--- src/rtl/hx8357_bus_ctrl.sv ---
// ---------------------------------------------------------------------------
// hx8357_bus_ctrl
// Write-side controller for the HX8357 8080-style 16-bit parallel bus.
// Turns one-cycle cmd/data strobes from the init/command sequencer into
// CSX/DCX/WRX timing on the panel pins and pulses transmission_cmpl once per
// finished write. A one-deep pending slot holds a strobe that arrives while a
// write is in flight; back-to-back writes are burst with CSX kept low.
//
// Parameters (all 1..255):
//   CS_SETUP        cycles CSX/DCX/D are stable before WRX falls
//   WR_LOW_CYCLES   WRX low width
//   WR_HIGH_CYCLES  WRX high width after the rising edge (data hold)
//   CS_HOLD         cycles CSX stays low after the final write
//
// Ports:
//   clk                in   single clock, posedge
//   res                in   asynchronous active-high reset
//   cmd                in   strobe: data_lines is a command word (DCX=0)
//   data               in   strobe: data_lines is a parameter/pixel word (DCX=1)
//   data_lines[15:0]   in   word sampled on the strobe cycle
//   transmission_cmpl  out  one-cycle pulse per completed write
//   busy               out  write active or pending
//   proto_err          out  sticky: both strobes at once, or pending overrun
//   lcd_csx/dcx/wrx/rdx out registered panel control pins (rdx fixed high)
//   lcd_d[15:0]        out  registered panel data bus
// ---------------------------------------------------------------------------
module hx8357_bus_ctrl #(
  parameter int CS_SETUP       = 1,
  parameter int WR_LOW_CYCLES  = 2,
  parameter int WR_HIGH_CYCLES = 2,
  parameter int CS_HOLD        = 1
) (
  input  logic        clk,
  input  logic        res,
  input  logic        cmd,
  input  logic        data,
  input  logic [15:0] data_lines,
  output logic        transmission_cmpl,
  output logic        busy,
  output logic        proto_err,
  output logic        lcd_csx,
  output logic        lcd_dcx,
  output logic        lcd_wrx,
  output logic        lcd_rdx,
  output logic [15:0] lcd_d
);

  // Reject timing values the 8-bit down-counter cannot represent.
  if (CS_SETUP < 1 || CS_SETUP > 255) begin : g_bad_cs_setup
    $error("hx8357_bus_ctrl: CS_SETUP must be 1..255");
  end
  if (WR_LOW_CYCLES < 1 || WR_LOW_CYCLES > 255) begin : g_bad_wr_low
    $error("hx8357_bus_ctrl: WR_LOW_CYCLES must be 1..255");
  end
  if (WR_HIGH_CYCLES < 1 || WR_HIGH_CYCLES > 255) begin : g_bad_wr_high
    $error("hx8357_bus_ctrl: WR_HIGH_CYCLES must be 1..255");
  end
  if (CS_HOLD < 1 || CS_HOLD > 255) begin : g_bad_cs_hold
    $error("hx8357_bus_ctrl: CS_HOLD must be 1..255");
  end

  // The counter is loaded with N-1 and the state is left when it reads zero,
  // so each state lasts exactly N cycles.
  localparam logic [7:0] LP_SETUP_LD = 8'(CS_SETUP - 1);
  localparam logic [7:0] LP_LOW_LD   = 8'(WR_LOW_CYCLES - 1);
  localparam logic [7:0] LP_HIGH_LD  = 8'(WR_HIGH_CYCLES - 1);
  localparam logic [7:0] LP_HOLD_LD  = 8'(CS_HOLD - 1);

  typedef enum logic [2:0] {
    ST_IDLE    = 3'd0,
    ST_SETUP   = 3'd1,
    ST_WR_LOW  = 3'd2,
    ST_WR_HIGH = 3'd3,
    ST_HOLD    = 3'd4
  } state_t;

  state_t      r_state;
  logic [7:0]  r_cnt;
  logic        r_pend_vld;
  logic        r_pend_dcx;
  logic [15:0] r_pend_word;
  logic        r_csx;
  logic        r_dcx;
  logic        r_wrx;
  logic        r_rdx;
  logic [15:0] r_d;
  logic        r_cmpl;
  logic        r_busy;
  logic        r_proto_err;

  logic w_one_strobe;
  logic w_both_strobe;
  logic w_cnt_done;
  logic w_start_direct;
  logic w_to_pend;
  logic w_overrun;
  logic w_pend_pop;
  logic w_pend_vld_nxt;

  assign w_one_strobe  = cmd ^ data;
  assign w_both_strobe = cmd & data;
  assign w_cnt_done    = (r_cnt == 8'd0);

  // A strobe seen in IDLE with nothing queued drives the pins directly;
  // any other accepted strobe needs the pending slot to be free.
  assign w_start_direct = w_one_strobe & (r_state == ST_IDLE) & ~r_pend_vld;
  assign w_to_pend      = w_one_strobe & ~w_start_direct & ~r_pend_vld;
  assign w_overrun      = w_one_strobe & r_pend_vld;

  // Pending leaves the slot either from IDLE (after a HOLD that saw a strobe)
  // or at the end of WR_HIGH when bursting.
  assign w_pend_pop = r_pend_vld &
                      ((r_state == ST_IDLE) |
                       ((r_state == ST_WR_HIGH) & w_cnt_done));
  assign w_pend_vld_nxt = w_to_pend | (r_pend_vld & ~w_pend_pop);

  // Pending slot: one queued word plus its DCX bit.
  always_ff @(posedge clk or posedge res) begin
    if (res) begin
      r_pend_vld  <= 1'b0;
      r_pend_dcx  <= 1'b0;
      r_pend_word <= 16'h0000;
    end else if (w_to_pend) begin
      r_pend_vld  <= 1'b1;
      r_pend_dcx  <= ~cmd;
      r_pend_word <= data_lines;
    end else if (w_pend_pop) begin
      r_pend_vld  <= 1'b0;
    end
  end

  // Sticky protocol error: simultaneous strobes or pending overrun.
  always_ff @(posedge clk or posedge res) begin
    if (res) begin
      r_proto_err <= 1'b0;
    end else if (w_both_strobe | w_overrun) begin
      r_proto_err <= 1'b1;
    end
  end

  // Bus FSM with registered pin, completion and busy outputs.
  always_ff @(posedge clk or posedge res) begin
    if (res) begin
      r_state <= ST_IDLE;
      r_cnt   <= 8'd0;
      r_csx   <= 1'b1;
      r_dcx   <= 1'b1;
      r_wrx   <= 1'b1;
      r_rdx   <= 1'b1;
      r_d     <= 16'h0000;
      r_cmpl  <= 1'b0;
      r_busy  <= 1'b0;
    end else begin
      r_cmpl <= 1'b0;
      r_rdx  <= 1'b1;
      case (r_state)
        ST_IDLE: begin
          if (r_pend_vld) begin
            // Word queued during HOLD: CSX was high for exactly one cycle.
            r_state <= ST_SETUP;
            r_cnt   <= LP_SETUP_LD;
            r_csx   <= 1'b0;
            r_dcx   <= r_pend_dcx;
            r_d     <= r_pend_word;
            r_busy  <= 1'b1;
          end else if (w_start_direct) begin
            r_state <= ST_SETUP;
            r_cnt   <= LP_SETUP_LD;
            r_csx   <= 1'b0;
            r_dcx   <= ~cmd;
            r_d     <= data_lines;
            r_busy  <= 1'b1;
          end else begin
            r_busy  <= 1'b0;
          end
        end
        ST_SETUP: begin
          r_busy <= 1'b1;
          if (w_cnt_done) begin
            r_state <= ST_WR_LOW;
            r_cnt   <= LP_LOW_LD;
            r_wrx   <= 1'b0;
          end else begin
            r_cnt   <= r_cnt - 8'd1;
          end
        end
        ST_WR_LOW: begin
          r_busy <= 1'b1;
          if (w_cnt_done) begin
            r_state <= ST_WR_HIGH;
            r_cnt   <= LP_HIGH_LD;
            r_wrx   <= 1'b1;
          end else begin
            r_cnt   <= r_cnt - 8'd1;
          end
        end
        ST_WR_HIGH: begin
          r_busy <= 1'b1;
          if (w_cnt_done) begin
            if (r_pend_vld) begin
              // Burst: next word goes out with CSX still low; WRX is high here
              // so DCX/D may change safely.
              r_cmpl  <= 1'b1;
              r_state <= ST_SETUP;
              r_cnt   <= LP_SETUP_LD;
              r_dcx   <= r_pend_dcx;
              r_d     <= r_pend_word;
            end else begin
              r_state <= ST_HOLD;
              r_cnt   <= LP_HOLD_LD;
            end
          end else begin
            r_cnt   <= r_cnt - 8'd1;
          end
        end
        ST_HOLD: begin
          if (w_cnt_done) begin
            r_state <= ST_IDLE;
            r_csx   <= 1'b1;
            r_cmpl  <= 1'b1;
            r_busy  <= w_pend_vld_nxt;
          end else begin
            r_cnt   <= r_cnt - 8'd1;
            r_busy  <= 1'b1;
          end
        end
        default: begin
          r_state <= ST_IDLE;
          r_cnt   <= 8'd0;
          r_csx   <= 1'b1;
          r_wrx   <= 1'b1;
          r_busy  <= 1'b0;
        end
      endcase
    end
  end

  assign transmission_cmpl = r_cmpl;
  assign busy              = r_busy;
  assign proto_err         = r_proto_err;
  assign lcd_csx           = r_csx;
  assign lcd_dcx           = r_dcx;
  assign lcd_wrx           = r_wrx;
  assign lcd_rdx           = r_rdx;
  assign lcd_d             = r_d;

endmodule
--- config.mk ---
export PLATFORM = sky130hd
export DESIGN_NAME = hx8357_bus_ctrl
export DESIGN_NICKNAME = d
export VERILOG_FILES = /design/src/rtl/hx8357_bus_ctrl.sv
export SDC_FILE = /design/constraint.sdc
export NUM_CORES = 1
export LEC_CHECK = 0
export ABC_CLOCK_PERIOD_IN_PS = 2200
export CORE_MARGIN = 2
export CORE_UTILIZATION = 55
export DETAILED_ROUTE_END_ITERATION = 10
export DONT_BUFFER_PORTS = 1
export PLACE_DENSITY_LB_ADDON = 0.12
export SYNTH_ARGS = -nofsm -noshare
export SYNTH_HDL_FRONTEND = slang
export SYNTH_SLANG_ARGS = --single-unit
--- constraint.sdc ---
create_clock -name clk -period 2.2 [get_ports clk]
set_input_delay 0.44 -clock clk [delete_from_list [all_inputs] [get_ports clk]]
set_output_delay 0.44 -clock clk [all_outputs]
set_load 0.02 [all_outputs]
; Word level (Yosys, flattened, before mapping)
; Index checks and enable logic that the tools add are counted.
[totals]
ff_bits = 51
latchBits = 0
ram_bits = 0
mem_bits_ro = 0
input_bits = 20
word_cells = 95
mem_count = 0
[op_classes]
addsub = 1
n_mul = 0
n_div = 0
n_lt_le_gt_ge = 0
n_eq_ne = 11
n_shift = 0
n_mux = 40
n_bitwise = 19
reduce_logical = 12
[ops]
columns = cell, n
row1 = 16-bit 2-to-1 mux, 4
row2 = 8-bit 2-to-1 mux, 5
row3 = 16-bit one-hot mux with 2 select lines, 1
row4 = 8-bit one-hot mux with 4 select lines, 1
row5 = 3-bit 2-to-1 mux, 7
row6 = 1-bit 2-to-1 mux, 16
row7 = 3-bit one-hot mux with 5 select lines, 1
row8 = "2-bit inequality test, second input constant", 6
row9 = 1-bit AND, 9
row10 = 1-bit one-hot mux with 3 select lines, 3
row11 = 8-bit zero test, 1
row12 = "8-bit by 1-bit subtractor with 8-bit output, second input constant", 1
row13 = "3-bit by 2-bit == test with 1-bit output, second input constant", 2
row14 = 1-bit NOT, 6
row15 = 3-bit AND reduction, 2
row16 = 3-bit OR reduction, 2
row17 = 5-bit AND reduction, 1
row18 = 1-bit one-hot mux with 2 select lines, 2
row19 = 4-bit AND reduction, 1
row20 = 2-bit nonzero test, 2
row21 = "3-bit by 1-bit == test with 1-bit output, second input constant", 1
row22 = "3-bit == test, second input constant", 1
row23 = 3-bit zero test, 1
row24 = "3-bit inequality test, second input constant", 1
row25 = other kinds (4), 6

; Logic depth before layout (Yosys ltp)
; Gate-level depths: netlist of run 1.
[depth]
depth_word = 9
depth_mapped = 7
depth_no_buf = 6

; Worst setup path after synthesis of run 1
; OpenSTA, ideal clock, no wires.
[synth_path]
path_kind = register to register
start = reg r_cnt[0]
end = reg r_d[0], in the netlist lcd_d[0]
arrival_time_ns = 1.936
t_required_ns = 2.075
path_slack_ns = 0.139
path_stages_with_launch = 8
n_path_buf = 1
synth_period_minus_slack_ns = 2.061
cell_sequence = dfrtp_1 > inv_1 > ha_1 > nor3b_2 > nand3_2 > a21oi_4 > buf_6 > mux2_2
[synth_between]
elab_chain_len = 3
[synth_lines]
columns = item, line_no
row1 = from (decl), 78  ; logic [7:0] r_cnt;
row2 = from (signal assigned), 184  ; r_cnt <= r_cnt - 8'd1;
row3 = from (signal assigned), 194  ; r_cnt <= r_cnt - 8'd1;
row4 = from (signal assigned), 213  ; r_cnt <= r_cnt - 8'd1;
row5 = 8-bit zero test, 102  ; assign w_cnt_done = (r_cnt == 8'd0);
row6 = 2-bit inequality test (no source line), -
row7 = 4-bit AND reduction (no source line), -
row8 = to (signal assigned), 164  ; r_d <= r_pend_word;
row9 = to (signal assigned), 171  ; r_d <= data_lines;
row10 = to (signal assigned), 207  ; r_d <= r_pend_word;
row11 = to (decl), 86  ; logic [15:0] r_d;
; Every way passes these cells.
; A chain may end at the register's enable or synchronous reset.

; Final worst setup path of run 1
[layout_path]
start = reg r_cnt[0]
end = reg r_cnt[1]
[layout_between]
elab_chain_len = 3
[layout_lines]
columns = item, line_no
row1 = 8-bit by 1-bit subtractor with 8-bit output / 8-bit zero test (equally long branches), -
row2 = "8-bit 2-to-1 mux, or another cell as far along", 217  ; if (w_cnt_done) begin
row3 = 8-bit one-hot mux with 4 select lines / 2-bit AND reduction (equally long branches), -
; Several ways; a longest one is shown, not always the timed one. The select of a mux whose other input is x is not followed.

==> results of run 1 <==
## flip-flops by register name, indices dropped and copies added, names as in the netlist
| signal | cells |
|---|---|
| lcd_csx | 1 |
| r_pend_dcx | 1 |
| busy | 1 |
| lcd_wrx | 1 |
| lcd_dcx | 1 |
| r_cnt | 8 |
| lcd_d | 16 |
| transmission_cmpl | 1 |
| proto_err | 1 |
| r_pend_vld | 1 |
| r_pend_word | 16 |
| r_state | 3 |
## cells in the final DEF (no fill, tap or decap), types with 3 or more instances in the layout
cell and instances:
mux2_2 50, dfrtp_1 48, nor2_1 13, a21oi_1 12, buf_4 10, o21ai_0 6
nand2_1 6, inv_1 5, clkbuf_8 5, nor3_1 4, a22o_1 4, nand3_1 4
or4_1 3, o211ai_1 3, o22ai_1 3, nor3b_1 3, or3_1 3, ha_1 3
dfstp_2 3
## worst max-delay path, stage by stage (launching register included)
cell	delay [ps]
dfrtp_1	410
inv_1	130
ha_1	200
or3b_2	520
o21ai_0	330
o22ai_1	150
a22o_1	190
## synth_stat cells, types with 3 or more instances
master / number
nand2_1: 6
a22o_1: 4
ha_1: 3
clkbuf_1: 3
o21ai_0: 6
buf_2: 3
or3_1: 3
o211ai_1: 3
a21oi_1: 12
dfrtp_1: 48
nor3_1: 4
nand3_1: 4
mux2_2: 50
nor2_1: 13
o22ai_1: 3
inv_1: 6
dfstp_2: 3
nor3b_1: 3
or4_1: 3
## what timing repair did
item	4_1_cts	5_1_grt
endpoints found under the setup margin	0	1
resized for setup	0	1
hold endpoints to repair	0	0
## where the power goes
| group | leakage (nW) | internal, mW | switching (mW) | total (mW) |
|---|---|---|---|---|
| combinational | 0.498 | 0.924 | 0.700 | 1.62 |
| sequential | 0.603 | 1.39 | 0.604 | 1.99 |
| clock | 0.0418 | 0.229 | 0.309 | 0.538 |
| total | 1.14 | 2.54 | 1.61 | 4.16 |
## through the flow
stage | instance area [µm²] | cells | setup WS (ps) | hold slack (ps) | utilization
finish | 2840 | 284 | 166 | 174 | 0.610
global route | 2840 | 284 | 68.6 | 201 | 0.610
CTS | 2840 | 284 | 201 | 194 | 0.609
detailed placement | 2750 | 276 | 224 | 492 | 0.590
global placement | 2750 | 276 | 265 | 484 | 0.590
floorplan | 2620 | 220 | 139 | 477 | -
## kinds of logic (layout without fill, tap and decap cells)
kind of cell    after synthesis  after routing
mux                          52             52
simple gates                 52             52
flops                        51             51
compound gates               42             42
buf+inv                      16             26
fa+ha+maj                     3              3
xor+xnor                      3              3
other cells                   1              1
## cell type report
type,instances,area (µm²),area share
Sequential cell,51,1280,0.450
Timing Repair Buffer,12,115,0.0405
Tap cell,54,67.6,0.0238
Inverter,6,22.5,0.00792
Clock buffer,6,72.6,0.0255
Multi-Input combinational cell,153,1270,0.446
Clock inverter,2,16.3,0.00572
## worst max-delay path by stage
| stage | startpoint | end | slack [ps] | depth (start not counted) |
|---|---|---|---|---|
| final | r_cnt[0] | r_cnt[1] | 170 | 6 |
| after global routing | r_cnt[0] | r_cnt[1] | 70 | 6 |
| after CTS | r_cnt[2] | r_cnt[7] | 200 | 4 |
| after detailed placement | r_cnt[0] | r_cnt[1] | 220 | 6 |
| after global placement | cmd | r_cnt[0] | 270 | 5 |
| after floorplan | r_cnt[0] | lcd_d[0] | 140 | 7 |
## metal layers
layer / share of wire / up-vias / global-route usage
li1: - / 832 / -
met1: 0.42 / 928 / 0.302
met2: 0.51 / 59 / 0.344
met3: 0.066 / 6 / 0.0608
met4: 0.012 / 0 / 0.0741
met5: 0 / - / 0
==> impl_results.md, run 1 <==
* Synth area leader: dfrtp_1
* Top area cells in the synthesized netlist: dfrtp_1, mux2_2, dfstp_2, a21oi_1, nor2_1
* Fraction of registers with async set/reset at 1.00
* TritonCTS clock tree: yes
* CTS Sinks at 51
* Setup CP Type: reg2reg
* Cell area after synthesis at 0.00262 mm²
* Total power divided by cell area at 1460 mW/mm²
* Num CTS Buffers at 5
* Io pins at 43
* Initial antenna violation count at 0
* Root buf cell: clkbuf_8
* Synth cell types at 51
* Share of the yosys chip area belonging to registers at 0.488
* Diodes inserted at 0
* Largest family of logic cells by synthesized area: multiplexers
* Syn avg cell area at 11.9 µm²
* Final Hold Viols at 0
* Critical path required time at 2400 ps
* Routed len/inst at 18.4 µm
* Vias per cell at 6.43
* Multiplexer share of the synthesized area at 0.222
* Fillers at 372
* H-tree Lvls at 2
* Die Y at 73.1 µm
* Global route overflow at 0
* P_leak at 1.14 nW
* Setup Fix Bufs, Post-CTS at 0
* Leading register cell type out of synthesis: dfrtp_1
* DRT Pass-1 Iters at 4
* Cts hold-fix bufs at 0
* XOR/XNOR Fraction of Synth Area at 0.0100
* DR vias at 1825
* Clk_lat worst skew at 310 ps
* Synthesized flop and latch total at 51
* CTS clock-pin slew for the worst setup and hold paths at 90 ps
* Crit. End Element: flip-flop
* Worst reg-to-reg setup slack at 170 ps
* Slew Limit Fails at 0
* PortBufs at 0
* Die X at 73.1 µm
* Compound-Gate Fraction of Synth Area at 0.111
* Post-Syn Instances at 220
* Post-Synth Simple-Gate Area at 0.123
* Pin count of the biggest net entering global routing at 52
* Reg2reg end: r_cnt[1]
* R2R Path Start: r_cnt[0]
* Final #Nets at 252
* Crit path time final at 2030 ps
* Setup TNS at 0 ps
* Top cell type's share of synthesized area at 0.458
* Vias in the first global route at 1862
* DRC at 0
* CP Data Arrival Time at 2240 ps
* Antenna-violating nets left at 0
* Number of synthesized flops with an enable pin at 0
* Syn-to-layout area delta at 8.40%
* Max capacitance violation total at 0
* Worst hold path type: in2async
* Final period util at 0.925
* Max IR drop VDD at 816 µV
* Die area at 0.00534 mm²
* Rows at 25
* Initial drt markers at 176
* CP Max Fanout at 5
* First-pass GRT wire length at 9120 µm
* Maximum root-to-sink buffer count at 2
* Core ar. at 0.00466 mm²
* Worst setup SP type: flip-flop
* Synth Net Count at 243
* RSZ-0062 raised after global routing: no
* Proportion of layout cells with a drive suffix above 1 at 0.370
* Worst-case reg-to-reg path depth at 6
* Power Total at 4.16 mW
* Worst-margin pin slew at 630 ps
* Skew final at 5.82 ps
* Final setup fails at 0
* F_max at 492 MHz
* GPL Wtd Cong at 0.913
* Slew margin rel. at 0.576
* Initial Util at 0.563
* Post-DP HPWL at 3750 µm
* Tot GR Track Use at 0.222
* Post-Route WL at 5230 µm
* Ys Warns at 0
* Status: finished clean
* Adder-Cell Fraction of Synth Area at 0.0143
(Power assumes the default switching activity.)
==> run 2, diff against run 1 <==
--- a/config.mk
+++ b/config.mk
@@ -7,7 +7,8 @@
 export LEC_CHECK = 0
 export ABC_CLOCK_PERIOD_IN_PS = 2200
 export CORE_MARGIN = 2
-export CORE_UTILIZATION = 55
+export CORE_UTILIZATION = 44
+export CTS_CLUSTER_DIAMETER = 60
 export DETAILED_ROUTE_END_ITERATION = 10
 export DONT_BUFFER_PORTS = 1
 export PLACE_DENSITY_LB_ADDON = 0.12
==> constraint.sdc (replaced) <==
create_clock -name clk -period 2.2 [get_ports clk]
set_input_delay 0.44 -clock clk [delete_from_list [all_inputs] [get_ports clk]]
set_output_delay 0.44 -clock clk [all_outputs]
set_load 0.1 [all_outputs]
==> run 2 against run 1 <==
Net effect:
- non-clock buffer count up 2
- clock-buffer cell count unchanged
- wire length hardly changed
- utilization down 12 points
- first-iteration DRC count shrank 39%
- register-to-register slack better by 20 ps
- clock skew up 7.6 ps
- via count down 4.2%
- setup slack better by 23 ps
- largest cell class unchanged
==> impl_results.md, run 2 (synthesis results as in run 1) <==
* Initial antenna violation count at 0
* Die area at 0.00659 mm²
* Reg2reg end: r_cnt[1]
* TritonCTS clock tree: yes
* DRT Pass-1 Iters at 4
* Vias per cell at 5.69
* CP Max Fanout at 5
* Cts hold-fix bufs at 0
* Final setup fails at 0
* H-tree Lvls at 2
* CTS Sinks at 51
* DR vias at 1748
* Root buf cell: clkbuf_8
* Maximum root-to-sink buffer count at 2
* WHS at 48.5 ps
* DR WL met3 at 350 µm
* Worst reg-to-reg setup slack at 190 ps
* Most frequent cells in the layout: mux2_2, dfrtp_1, nor2_1
* Final #Nets at 254
* Wl on met1 at 2210 µm
* Critical path required time at 2390 ps
* Worst-margin pin slew at 911 ps
* Antenna-violating nets left at 0
* Crit path launch: r_cnt[0]
* Most common cell after layout, fill and taps aside: mux2_2
* PortBufs at 0
* Syn-to-layout area delta at 10.2%
* GPL Wtd Cong at 0.868
* Rows at 28
* WL met2 at 2570 µm
* R2R Path Start: r_cnt[0]
* Initial drt markers at 107
* Top routing layer in use: met4
* Num CTS Buffers at 5
* CP Data Arrival Time at 2200 ps
* DRC at 0
* Proportion of layout cells with a drive suffix above 1 at 0.371
* F_max at 497 MHz
* Skew final at 13.4 ps
* Worst-case reg-to-reg path depth at 6
* Non-Filler Instances at 307
* Post-Route WL at 5240 µm
* CTS clock-pin slew for the worst setup and hold paths at 100 ps
* Slowest CP cell: or3b_2
* Post-DP HPWL at 3870 µm
* Dpl ws at 207 ps
* Placed cell count at 299
* Vias in the first global route at 1783
* Global route overflow at 0
* Tot GR Track Use at 0.175
* Worst setup SP type: flip-flop
* Pin count of the biggest net entering global routing at 52
* Worst Path Buf+Inv at 1
* CP delay by family, top: compound AO/OA/AOI/OAI gates
* First-pass GRT wire length at 8780 µm
* Setup Fix Bufs, Post-CTS at 0
* Clk_lat worst skew at 300 ps
* Final worst slack at 189 ps
* Die Y at 81.2 µm
* RSZ-0062 raised after global routing: no
* Post-CTS Resized at 0
* Final period util at 0.914
* Core ar. at 0.00585 mm²
* Final Hold Viols at 0
* Crit-path max cell delay at 510 ps
* Max capacitance violation total at 0
* Die X at 81.2 µm
* Slew margin rel. at 0.392
* Crit path time final at 2010 ps
* Crit. End Element: flip-flop
* Routed len/inst at 17.1 µm
* Setup TNS at 0 ps
* Initial Util at 0.448
* Status: finished clean
* Worst hold path type: in2async
* Worst-path cell chain: inv_1 > ha_1 > or3b_2 > o21ai_0 > o22ai_1 > a22o_1
* Slew Limit Fails at 0
* Setup CP Type: reg2reg
* Io pins at 43
* Diodes inserted at 0
[run 2: cell count changes in the layout (fill, tap and decap cells not counted), sizes merged]
| cell | delta |
|---|---|
| clkinvlp | -1 |
| buf | +2 |
| clkinv | +2 |
| inv | -1 |
[run 2: layout make-up]
class / instances / area (µm²)
fillers: 521 / 2960
flip-flops and latches: 51 / 1280
multi-input cells: 153 / 1260
repair buffers: 14 / 143
well taps: 75 / 93.8
clock buffers: 6 / 72.6
inverters: 6 / 22.5
clock inverters: 2 / 13.8
[run 2: metrics by stage]
step | instance area [µm²] | utilization
floorplan | 2620 | -
global placement | 2800 | 0.479
detailed placement | 2800 | 0.479
CTS | 2890 | 0.494
global route | 2890 | 0.494
finish | 2890 | 0.494
[run 2: per-layer routing]
metal  track usage  vias up
met5             0        -
met4        0.0729        0
met3        0.0422       10
met2         0.286       56
met1         0.223      852
li1              -      830
[run 2: worst max-delay path by stage]
stage               slack, ps       end  cells after the start
floorplan                 140  lcd_d[0]                      7
global placement          250  r_cnt[0]                      5
detailed placement        210  lcd_d[1]                      7
CTS                       190  lcd_d[1]                      7
global route               90  lcd_d[9]                      7
finish                    190  r_cnt[1]                      6
[run 2: worst reg2reg max path, cell delays in order, from the launching register on]
cell	delay [ps]
dfrtp_1	420
inv_1	120
ha_1	210
or3b_2	510
o21ai_0	310
o22ai_1	140
a22o_1	190
Power of run 2 is left out: the tool's default activity adds up to more than one toggle a clock period on the data nets, which glitch-free logic cannot reach.
